$ cat src/rtl/sw_test_pkg.sv
// Shared definitions for the switch self-test path (bounce generator and debouncer).
package sw_test_pkg;

   typedef enum logic [1:0] {
      ST_IDLE   = 2'd0,
      ST_BOUNCE = 2'd1,
      ST_SETTLE = 2'd2
   } bounce_state_e;

   localparam logic [15:0] LFSR_MASK = 16'hB400;

   // Whole clock cycles in a window of 'us' microseconds at 'freq' Hz.
   function automatic int unsigned cycles_from_us(input longint unsigned freq,
                                                  input longint unsigned us);
      longint unsigned cyc;
      cyc = (freq * us) / 64'd1_000_000;
      return cyc[31:0];
   endfunction

endpackage

$ cat src/rtl/sw_bounce_gen_lfsr16.sv
// Free-running 16-bit Galois LFSR (right shift); a zero seed is replaced by 1 so it never locks up.
module lfsr16 (
   input  logic        clk_i,
   input  logic        rst_ni,
   input  logic [15:0] seed,
   output logic [15:0] value
);
   import sw_test_pkg::*;

   logic [15:0] seed_safe;

   assign seed_safe = (seed == 16'h0000) ? 16'h0001 : seed;

   always_ff @(posedge clk_i or negedge rst_ni) begin
      if (!rst_ni) value <= seed_safe;
      else         value <= (value >> 1) ^ (value[0] ? LFSR_MASK : 16'h0000);
   end

endmodule

$ cat src/rtl/sw_bounce_gen.sv
// Switch-bounce emulator: toggles sw_o pseudo-randomly, then holds the requested level.
//
//   state     | meaning
//   ----------+-------------------------------------------------------------
//   ST_IDLE   | ready for a request; sw_o holds the last settled level
//   ST_BOUNCE | sw_o toggles with random hold lengths until bounce_cnt hits 0
//   ST_SETTLE | sw_o held at target until settle_cnt hits 0, then done pulse
module sw_bounce_gen #(
   parameter int unsigned ClkFreq    = 100_000_000,
   parameter int unsigned BounceTime = 2,
   parameter int unsigned SettleTime = 12,
   parameter int unsigned HoldBits   = 4,
   parameter logic [15:0] LfsrSeed   = 16'hACE1
) (
   input  logic clk_i,
   input  logic rst_ni,
   input  logic req_i,
   input  logic level_i,
   output logic ready_o,
   output logic sw_o,
   output logic busy_o,
   output logic done_tick_o
);
   import sw_test_pkg::*;

   localparam int unsigned BounceMax = cycles_from_us(ClkFreq, BounceTime);
   localparam int unsigned SettleMax = cycles_from_us(ClkFreq, SettleTime);
   localparam int BW = $clog2(BounceMax + 1);
   localparam int SW = $clog2(SettleMax + 1);

   if (BounceMax < 1) begin : g_chk_bounce
      $error("sw_bounce_gen: BounceMax must be at least 1 cycle");
   end
   if (SettleMax < 1) begin : g_chk_settle
      $error("sw_bounce_gen: SettleMax must be at least 1 cycle");
   end
   if (HoldBits < 1 || HoldBits > 16) begin : g_chk_hold
      $error("sw_bounce_gen: HoldBits must be in 1..16");
   end

   bounce_state_e         state_q, state_d;
   logic                  sw_q, sw_d;
   logic                  target_q, target_d;
   logic                  done_q, done_d;
   logic [BW-1:0]         bounce_cnt_q, bounce_cnt_d;
   logic [SW-1:0]         settle_cnt_q, settle_cnt_d;
   logic [HoldBits-1:0]   hold_cnt_q, hold_cnt_d;
   logic [15:0]           lfsr;
   logic                  lfsr_unused;

   lfsr16 u_lfsr (
      .clk_i  (clk_i),
      .rst_ni (rst_ni),
      .seed   (LfsrSeed),
      .value  (lfsr)
   );

   // Only the low HoldBits feed the hold counter.
   assign lfsr_unused = ^lfsr;

   always_ff @(posedge clk_i or negedge rst_ni) begin
      if (!rst_ni) begin
         state_q      <= ST_IDLE;
         sw_q         <= 1'b0;
         target_q     <= 1'b0;
         done_q       <= 1'b0;
         bounce_cnt_q <= '0;
         settle_cnt_q <= '0;
         hold_cnt_q   <= '0;
      end else begin
         state_q      <= state_d;
         sw_q         <= sw_d;
         target_q     <= target_d;
         done_q       <= done_d;
         bounce_cnt_q <= bounce_cnt_d;
         settle_cnt_q <= settle_cnt_d;
         hold_cnt_q   <= hold_cnt_d;
      end
   end

   always_comb begin
      state_d      = state_q;
      sw_d         = sw_q;
      target_d     = target_q;
      done_d       = 1'b0;
      bounce_cnt_d = bounce_cnt_q;
      settle_cnt_d = settle_cnt_q;
      hold_cnt_d   = hold_cnt_q;
      case (state_q)
         ST_IDLE: begin
            if (req_i) begin
               if (level_i != sw_q) begin
                  target_d     = level_i;
                  bounce_cnt_d = BW'(BounceMax - 1);
                  hold_cnt_d   = lfsr[HoldBits-1:0];
                  sw_d         = ~sw_q;
                  state_d      = ST_BOUNCE;
               end else begin
                  done_d = 1'b1;
               end
            end
         end
         ST_BOUNCE: begin
            if (bounce_cnt_q == '0) begin
               // Final edge of the window always lands on the target level.
               sw_d         = target_q;
               settle_cnt_d = SW'(SettleMax - 1);
               state_d      = ST_SETTLE;
            end else begin
               bounce_cnt_d = bounce_cnt_q - BW'(1);
               if (hold_cnt_q == '0) begin
                  sw_d       = ~sw_q;
                  hold_cnt_d = lfsr[HoldBits-1:0];
               end else begin
                  hold_cnt_d = hold_cnt_q - HoldBits'(1);
               end
            end
         end
         ST_SETTLE: begin
            if (settle_cnt_q == '0) begin
               done_d  = 1'b1;
               state_d = ST_IDLE;
            end else begin
               settle_cnt_d = settle_cnt_q - SW'(1);
            end
         end
         default: state_d = ST_IDLE;
      endcase
   end

   assign ready_o     = (state_q == ST_IDLE);
   assign busy_o      = (state_q == ST_BOUNCE) || (state_q == ST_SETTLE);
   assign sw_o        = sw_q;
   assign done_tick_o = done_q;

endmodule

$ cat config.mk
export PLATFORM = sky130hd
export DESIGN_NAME = sw_bounce_gen
export DESIGN_NICKNAME = d
export VERILOG_FILES = /design/src/rtl/sw_test_pkg.sv /design/src/rtl/sw_bounce_gen_lfsr16.sv /design/src/rtl/sw_bounce_gen.sv
export SDC_FILE = /design/constraint.sdc
export NUM_CORES = 1
export LEC_CHECK = 0
export ABC_CLOCK_PERIOD_IN_PS = 2900
export CORE_UTILIZATION = 60
export CTS_BUF_LIST = sky130_fd_sc_hd__clkbuf_16
export DETAILED_ROUTE_END_ITERATION = 6
export PLACE_DENSITY = 0.77
export RECOVER_POWER = 25
export SLEW_MARGIN = 5
export SYNTH_ARGS = -nofsm -noshare
export SYNTH_HDL_FRONTEND = slang
export SYNTH_SLANG_ARGS = --single-unit
$ cat constraint.sdc
create_clock -name clk_i -period 2.9 [get_ports clk_i]
set_input_delay 0.58 -clock clk_i [delete_from_list [all_inputs] [get_ports clk_i]]
set_output_delay 0.58 -clock clk_i [all_outputs]
set_load 0.03 [all_outputs]
### After elaboration in Yosys (flattened, before gate mapping)

Index checks and enable logic that the tools add are counted.

| word-level totals | value |
|---|---|
| word-level logic and storage cells | 62 |
| flip-flop bits (word level) | 44 |
| output and inout port bits | 4 |
| bits of input ports | 4 |

| cells by class | value |
|---|---|
| multiplexer cells | 27 |
| add/subtract/negate cells | 3 |
| bitwise gates (word level) | 2 |
| equality and inequality tests | 10 |
| reductions and logical operators | 12 |

Operator list:

| cell | number |
|---|---|
| $mux W8 | 3 |
| $mux W11 | 2 |
| $pmux W11 S2 | 1 |
| $mux W16 | 1 |
| $mux W4 | 4 |
| $pmux W8 S2 | 1 |
| $xor A15 B16 Y16 | 1 |
| $reduce_and A4 Y1 | 3 |
| $logic_not A11 Y1 | 1 |
| $sub A11 B1 Y11 const B | 1 |
| $ne A2 B2 Y1 const B | 5 |
| $logic_not A8 Y1 | 1 |
| $mux W2 | 4 |
| $pmux W4 S2 | 1 |
| $sub A8 B1 Y8 const B | 1 |
| $mux W1 | 7 |
| $pmux W2 S3 | 1 |
| $reduce_and A3 Y1 | 2 |
| $logic_not A4 Y1 | 1 |
| $pmux W1 S2 | 2 |
| $reduce_bool A2 Y1 | 2 |
| $sub A4 B1 Y4 const B | 1 |
| $ne A3 B3 Y1 const B | 1 |
| $eq A2 B1 Y1 const B | 1 |
| 6 further kinds | 6 |

### Logic depth before layout (Yosys ltp)

Gate-level depths: netlist of run 1.

| depth | value |
|---|---|
| depth in word-level cells | 4 |
| mapped depth | 9 |
| gate-level depth less buffers | 6 |

### Worst setup path before layout of run 1

Ideal clock, no wire load.

| timing path | value |
|---|---|
| kind | reg2reg |
| start | register state_q[0] |
| end | register bounce_cnt_q[5] |
| setup slack | 0.816 ns |
| stages on the path, launching flop included | 8 |
| path buffers | 1 |
| data arrival time | 2.000 ns |
| required time | 2.816 ns |
| library setup time | 0.084 ns |
| period minus slack after synthesis | 2.084 ns |
| cell sequence | dfrtp_1 -> inv_1 -> ha_1 -> nand2_1 -> o22a_1 -> clkbuf_1 -> or4_1 -> a21boi_0 |

| on the way | value |
|---|---|
| cells in the longest elaborated chain, start to end | 3 |
| elaborated cells between the ends (all ways) | 8 |
| those cells by class | eq/ne: 4; mux: 1; reduce/logical: 3 |

Ends and longest elaborated chain:

| element | line | RTL |
|---|---|---|
| from (decl) | sw_bounce_gen.sv:41 | `bounce_state_e state_q, state_d;` |
| from (signal assigned) | sw_bounce_gen.sv:71 | `state_q <= state_d;` |
| $logic_not A2 Y1 * | -- |  |
| via ready_o | sw_bounce_gen.sv:19 | `output logic ready_o,` |
| $ne A2 B1 Y1 (no line) (tied with other cells) | -- |  |
| $reduce_and A4 Y1 (no line) | -- |  |
| to (signal assigned) | sw_bounce_gen.sv:75 | `bounce_cnt_q <= bounce_cnt_d;` |
| to (decl) | sw_bounce_gen.sv:45 | `logic [BW-1:0] bounce_cnt_q, bounce_cnt_d;` |

Mark *: on every way through the listed nets, which the timed path passes. The rest lies on a longest branch.
A chain may end at the register's enable or synchronous reset.

### Final worst setup path of run 1

| timing path | value |
|---|---|
| start | register settle_cnt_q[0] |
| end | register state_q[0] |

| on the way | value |
|---|---|
| cells in the longest elaborated chain, start to end | 3 |

Ends and longest elaborated chain:

| element | line | RTL |
|---|---|---|
| from (decl) | sw_bounce_gen.sv:46 | `logic [SW-1:0] settle_cnt_q, settle_cnt_d;` |
| from (signal assigned) | sw_bounce_gen.sv:76 | `settle_cnt_q <= settle_cnt_d;` |
| $logic_not A11 Y1 | sw_bounce_gen.sv:120 | `if (settle_cnt_q == '0) begin` |
| $ne A2 B2 Y1 (no line) | -- |  |
| $reduce_and A4 Y1 (no line) | -- |  |

Every way passes these cells.

==> impl_metrics.toml, run 1 <==
[cts]
cts_max_level = 2
cts_tree = "built"
cts_root_buffer = "clkbuf_16"
insertion_delay_ns = 0.28
cts_sinks = 44
ctsResizeCount = 0
cts_setup_buffers = 0
ctsHoldBuffers = 0
numCtsBuffers = 5
path_clk_slew_ns = 0.06
cts_buffer_depth = 2

[pwr]
pwr_density_cell_nw_per_um2 = 969
leakagePower_nw = 1.11
ir_drop_uv = 642
p_total_mw = 2.47

[setup_path]
endpoint_kind = "register"
critPathArrivalTime_ns = 2.55
reg2reg_depth = 6
critPathMaxFanout = 6
worst_ep_required_time_ns = 3.07
start_kind = "register"
worstSetupPathType = "register to register"

[sta]
maxSlewHeadroom_pct = -48.4
drv_slew = 45
fin_crit_ns = 2.39
fmax_ghz = 0.419
final-setup-viol-count = 0
fin_tns_setup_ns = 0
finalClockSkew_ns = 0.00399
finalHoldViolCount = 0
rsz0062_at_grt = "false"
worst-slew-pin-transition_ns = 2.23
fin_ws_ns = 0.514
finalCritPeriodShare_pct = 82.3

[placed_design]
place.port_buffers = 7
pre_cts_slack_ns = 0.357
hpwlAfterDp_um = 3170
gp_congestion = 0.834

[final_layout]
final_util_pct = 73.4
diodes = 0
nets = 239
drive_gt1_share_pct = 12.8
syn2layout_area_growth_pct = 12.1

[floorplanning]
die_x_um = 63.5
io-pin-count = 8
coreArea_um2 = 3470
rows = 21
die_area_um2 = 4040
start_util_pct = 65.5
fp.dieH_um = 63.5

[route]
drt_pass1_iterations = 5
vias = 1724
drc = 0
wl_per_cell_um = 16.8
ant_nets = 0
drtIter0Drc = 175
post_drt_via_cell_ratio = 6.32
routed_wl_um = 4580

[run]
drv_cap = 1

[min_path]
hp-class = "register to register"
hold_path_depth = 0

[synthesis]
synth-main-ff-cell = "dfrtp_1"
yosysTopAreaCellShare_pct = 39.6
avgSynthCellArea_um2 = 10.4
syn_nets = 231
synth-edff-count = 0
yosysWarnings = 0
async_flop_share_pct = 100
synth_top_area_cell = "dfrtp_1"
synth_cell_types = 54
synth.area.top_cells = "dfrtp_1 40%, dfstp_2 9.3%, ha_1 5.0%, o21ai_0 4.0%, mux2i_1 2.6%"
syn-cell-area_um2 = 2270
synth.ff_latch_count = 44
synthCells = 218
ys_seq_area_share_pct = 48.9

[run_status]
violations = "capacitance limit, slew limit"
status = "finished, violations left"

[grt]
grt_start_max_net_pins = 45
grt_pass1_vias = 1645
grt_usage_pct = 26.0
antenna_found_initial = 0
grt_overflow = 0
grt_pass1_wl_um = 7980
metrics by stage:
step | hold WS, ns | cell area, µm² | std cells
3_3_place_gp | 0.336 | 2380 | 265
3_5_place_dp | 0.342 | 2380 | 265
5_1_grt | 0.358 | 2550 | 273
2_1_floorplan | 0.284 | 2270 | 218
4_1_cts | 0.354 | 2550 | 273
6_report | 0.352 | 2550 | 273
flip-flops by register name, summed over array words and instances, names as in the netlist:
signal        flops
u_lfsr.value     16
sw_o              1
bounce_cnt_q      8
hold_cnt_q        4
settle_cnt_q     11
done_tick_o       1
state_q           2
target_q          1
power by group:
part	switching, mW	internal [mW]
registers	0.168	0.747
logic	0.550	0.360
clock network	0.235	0.409
total	0.953	1.52
worst max-delay path, stage by stage (launching register included):
cell	delay (ns)
dfrtp_1	0.41
inv_1	0.10
ha_1	0.21
nor3b_1	0.37
nand4_1	0.35
a222oi_1	0.44
mux2_2	0.40
cell usage after synthesis (all sizes together), types with 2 or more instances:
| cell type | n |
|---|---|
| a211oi | 4 |
| dfrtp | 36 |
| or3b | 2 |
| a21boi | 2 |
| inv | 12 |
| nor4 | 4 |
| mux2 | 2 |
| and2 | 4 |
| and4 | 2 |
| a21oi | 4 |
| or4 | 5 |
| ha | 9 |
| clkbuf | 4 |
| nand3 | 6 |
| dfstp | 8 |
| nor2 | 11 |
| nand2b | 2 |
| o31ai | 2 |
| nor3b | 2 |
| mux2i | 6 |
| o22ai | 4 |
| o21ai | 18 |
| nand3b | 2 |
| buf | 4 |
| xor2 | 4 |
| a31oi | 7 |
| nand4 | 6 |
| nor3 | 8 |
| or3 | 6 |
| nand2 | 12 |
logic make-up (layout without fill, tap and decap cells):
| family | Yosys count | count (layout) | share of synthesized area, % |
|---|---|---|---|
| simple gates | 78 | 78 | 21.4 |
| flops | 44 | 44 | 48.9 |
| compound gates | 54 | 54 | 15.7 |
| fa+ha+maj | 9 | 9 | 4.96 |
| buf+inv | 20 | 29 | 3.47 |
| mux | 8 | 8 | 3.63 |
| xor+xnor | 5 | 5 | 1.93 |
final timing paths:
path	start	endpoint	slack [ns]
max	settle_cnt_q[0]$_DFFE_PN0P_	state_q[0]$_DFFE_PN0P_	0.51
min	u_lfsr.value[6]$_DFF_PN1_	u_lfsr.value[5]$_DFF_PN1_	0.35
max reg2reg	settle_cnt_q[0]$_DFFE_PN0P_	state_q[0]$_DFFE_PN0P_	0.51
min reg2reg	u_lfsr.value[6]$_DFF_PN1_	u_lfsr.value[5]$_DFF_PN1_	0.35
max in group asynchronous	rst_ni	hold_cnt_q[2]$_DFFE_PN0P_	0.68
min in group asynchronous	rst_ni	settle_cnt_q[10]$_DFFE_PN0P_	0.95
final cells by class:
type	instances	area [µm²]
flip-flops and latches	44	1110
clock inverters	3	47.5
inverters	12	45.0
repair buffers	9	78.8
multi-input cells	154	1080
fillers	272	921
well taps	46	57.6
clock buffers	5	125
cells in the final DEF (no fill, tap or decap), types with 5 or more instances in the layout:
cell / netlist / final
o21ai_0: 18 / 18
clkdlybuf4s50_1: 0 / 6
nand3_1: 6 / 6
or3_1: 6 / 6
clkbuf_16: 0 / 5
nand2_1: 11 / 11
nor3_1: 6 / 6
nor2_1: 11 / 11
dfstp_2: 8 / 7
a31oi_1: 7 / 7
inv_1: 12 / 12
dfrtp_1: 36 / 36
ha_1: 9 / 9
nand4_1: 6 / 6
mux2i_1: 6 / 6
or4_1: 5 / 5
routing by layer:
| metal | global-route usage, % | vias to the layer above | wire length, µm |
|---|---|---|---|
| met4 | 8.81 | 0 | 72 |
| li1 | - | 837 | - |
| met1 | 35.7 | 826 | 2140 |
| met2 | 39.5 | 55 | 2160 |
| met3 | 7.07 | 6 | 203 |
| met5 | 0 | - | 0 |
(Power assumes the default switching activity.)
==> run 2, diff against run 1 <==
--- a/config.mk
+++ b/config.mk
@@ -5,11 +5,11 @@
 export SDC_FILE = /design/constraint.sdc
 export NUM_CORES = 1
 export LEC_CHECK = 0
-export ABC_CLOCK_PERIOD_IN_PS = 2900
-export CORE_UTILIZATION = 60
+export ABC_CLOCK_PERIOD_IN_PS = 2000
+export CORE_UTILIZATION = 54
 export CTS_BUF_LIST = sky130_fd_sc_hd__clkbuf_16
 export DETAILED_ROUTE_END_ITERATION = 6
-export PLACE_DENSITY = 0.77
+export PLACE_DENSITY = 0.74
 export RECOVER_POWER = 25
 export SLEW_MARGIN = 5
 export SYNTH_ARGS = -nofsm -noshare
==> constraint.sdc (replaced) <==
create_clock -name clk_i -period 2 [get_ports clk_i]
set_input_delay 0.4 -clock clk_i [delete_from_list [all_inputs] [get_ports clk_i]]
set_output_delay 0.4 -clock clk_i [all_outputs]
set_load 0.03 [all_outputs]
==> impl_metrics.toml, run 2 (synthesized netlist as in run 1, its figures left out) <==
[run_status]
status = "complete, no violations"

[floorplanning]
io-pin-count = 8
start_util_pct = 56.4
coreArea_um2 = 4030
fp.dieH_um = 66.9
rows = 23
die_x_um = 66.9
die_area_um2 = 4470

[sta]
finalHoldViolCount = 0
rsz0062_at_grt = "true"
finalClockSkew_ns = 0.00526
drv_slew = 0
worst-slew-pin-transition_ns = 1.22
fin_tns_setup_ns = 0
finalCritPeriodShare_pct = 98.4
fin_crit_ns = 1.97
fmax_ghz = 0.508
holdWs_ns = 0.351
maxSlewHeadroom_pct = 18.8
fin_ws_ns = 0.0315
final-setup-viol-count = 0

[cts]
cts_tree = "built"
numCtsBuffers = 5
path_clk_slew_ns = 0.06
insertion_delay_ns = 0.28
cts_sinks = 44
cts_root_buffer = "clkbuf_16"
cts_max_level = 2
cts_buffer_depth = 2

[setup_path]
cp_slowest_cell = "a2111o_1"
start_kind = "register"
cp.buffers_inverters = 1
critPathArrivalTime_ns = 2.18
crit_cells = 6
critPathMaxFanout = 4
critPathTopFamily = "simple AND/OR/NAND/NOR gates"
cp_cell_sequence = "inv_1, ha_4, or3b_4, a2111o_1, or3_1, a21oi_1"
worstSetupPathType = "register to register"
slowest_delay_ns = 0.42
worst_ep_required_time_ns = 2.21
endpoint_kind = "register"
reg2reg_depth = 6

[run]
drv_cap = 0

[min_path]
hp-class = "primary input to asynchronous set/reset pin"

[final_layout]
diodes = 0
final_util_pct = 71.1
final_common_cell = "dfrtp_1"
seqCellArea_um2 = 1110
syn2layout_area_growth_pct = 26.0
most-common-layout-cells = "36 x dfrtp_1, 27 x buf_4, 18 x o21ai_0, 11 x nand2_1, 11 x nor2_1"
multi_input_area_um2 = 1160
largestRegisters = "u_lfsr.value (16), settle_cnt_q (11), bounce_cnt_q (8)"
fin_cells = 305
regMostFlops = "u_lfsr.value"
drive_gt1_share_pct = 27.5
fillers = 287
finalInstanceArea_um2 = 2860
largest_reg_flops = 16
nets = 267

[route]
routed_wl_um = 4910
drc = 0
wl_per_cell_um = 16.1
ant_nets = 0
drtIter0Drc = 145
post_drt_via_cell_ratio = 5.99
vias = 1826
drt_pass1_iterations = 4

[placed_design]
placed_area_um2 = 2570
pre_cts_slack_ns = -0.194
place.port_buffers = 7
dpl.cell_count = 291
hpwlAfterDp_um = 3230
gp_congestion = 0.859

[grt]
grt_pass1_vias = 1707
grt_start_max_net_pins = 25
antenna_found_initial = 0
grt_overflow = 0
grt_pass1_wl_um = 8110
grt_usage_pct = 25.0

[pwr]
comb_power_share_pct = 43.5
pwr_density_cell_nw_per_um2 = 1400
p_sw_mw = 1.53
p_clk_share_pct = 23.3
p_total_mw = 4.01
power_frac_seq_pct = 33.1
ir_drop_uv = 1350
leakagePower_nw = 1.26
p_int_mw = 2.48
switching_share_pct = 38.1
-- run 2: path summary, 6_finish.rpt --
path | startpoint | endpoint | slack (ns)
max in group asynchronous | rst_ni | u_lfsr.value[7]$_DFF_PN1_ | 0.86
worst min register to register | u_lfsr.value[4]$_DFF_PN0_ | u_lfsr.value[3]$_DFF_PN0_ | 0.35
worst max register to register | settle_cnt_q[1]$_DFFE_PN0P_ | settle_cnt_q[6]$_DFFE_PN0P_ | 0.03
worst min-delay path | rst_ni | settle_cnt_q[2]$_DFFE_PN0P_ | 0.35
min in group clk_i | u_lfsr.value[4]$_DFF_PN0_ | u_lfsr.value[3]$_DFF_PN0_ | 0.35
worst max-delay path | settle_cnt_q[1]$_DFFE_PN0P_ | settle_cnt_q[6]$_DFFE_PN0P_ | 0.03
-- run 2: cell type report --
cell class / instances / share of cell area [%]
Clock buffer: 5 / 4.37
Clock inverter: 3 / 1.62
Inverter: 12 / 1.57
Multi-Input combinational cell: 154 / 40.4
Sequential cell: 44 / 38.8
Tap cell: 50 / 2.19
Timing Repair Buffer: 37 / 11.0
-- run 2: per-layer routing --
layer	vias to the layer above	track usage (%)	wire length (µm)
li1	878	-	-
met1	903	35.3	2330
met2	38	38.3	2270
met3	7	4.11	217
met4	0	9.57	82
met5	-	0	0
-- run 2: what timing repair did --
action | CTS | global route
gates resized for setup | 6 | 16
pin swaps | 5 | 4
setup endpoints to repair | 8 | 13
hold buffers | 0 | 0
setup buffers | 4 | 2
-- run 2: worst register-to-register path, cell delays in order (launching register included) --
cell      delay, ns
dfrtp_1        0.39
inv_1          0.11
ha_4           0.15
or3b_4         0.38
a2111o_1       0.42
or3_1          0.33
a21oi_1        0.13
-- run 2: power by group through the flow --
stage	clock [mW]	sequential, mW	combinational [mW]
after global routing	0.985	1.36	1.92
after floorplan	0	1.29	0.990
final	0.936	1.33	1.74
after global placement	0	1.29	1.52
after detailed placement	0	1.30	1.57
after CTS	0.948	1.30	1.61
==> run 3, diff against run 2 <==
--- a/config.mk
+++ b/config.mk
@@ -6,6 +6,7 @@
 export NUM_CORES = 1
 export LEC_CHECK = 0
 export ABC_CLOCK_PERIOD_IN_PS = 2000
+export CORE_MARGIN = 1
 export CORE_UTILIZATION = 54
 export CTS_BUF_LIST = sky130_fd_sc_hd__clkbuf_16
 export DETAILED_ROUTE_END_ITERATION = 6
==> results of run 3 <==
No change in the layout: final DEF, timing and power equal those of run 2.
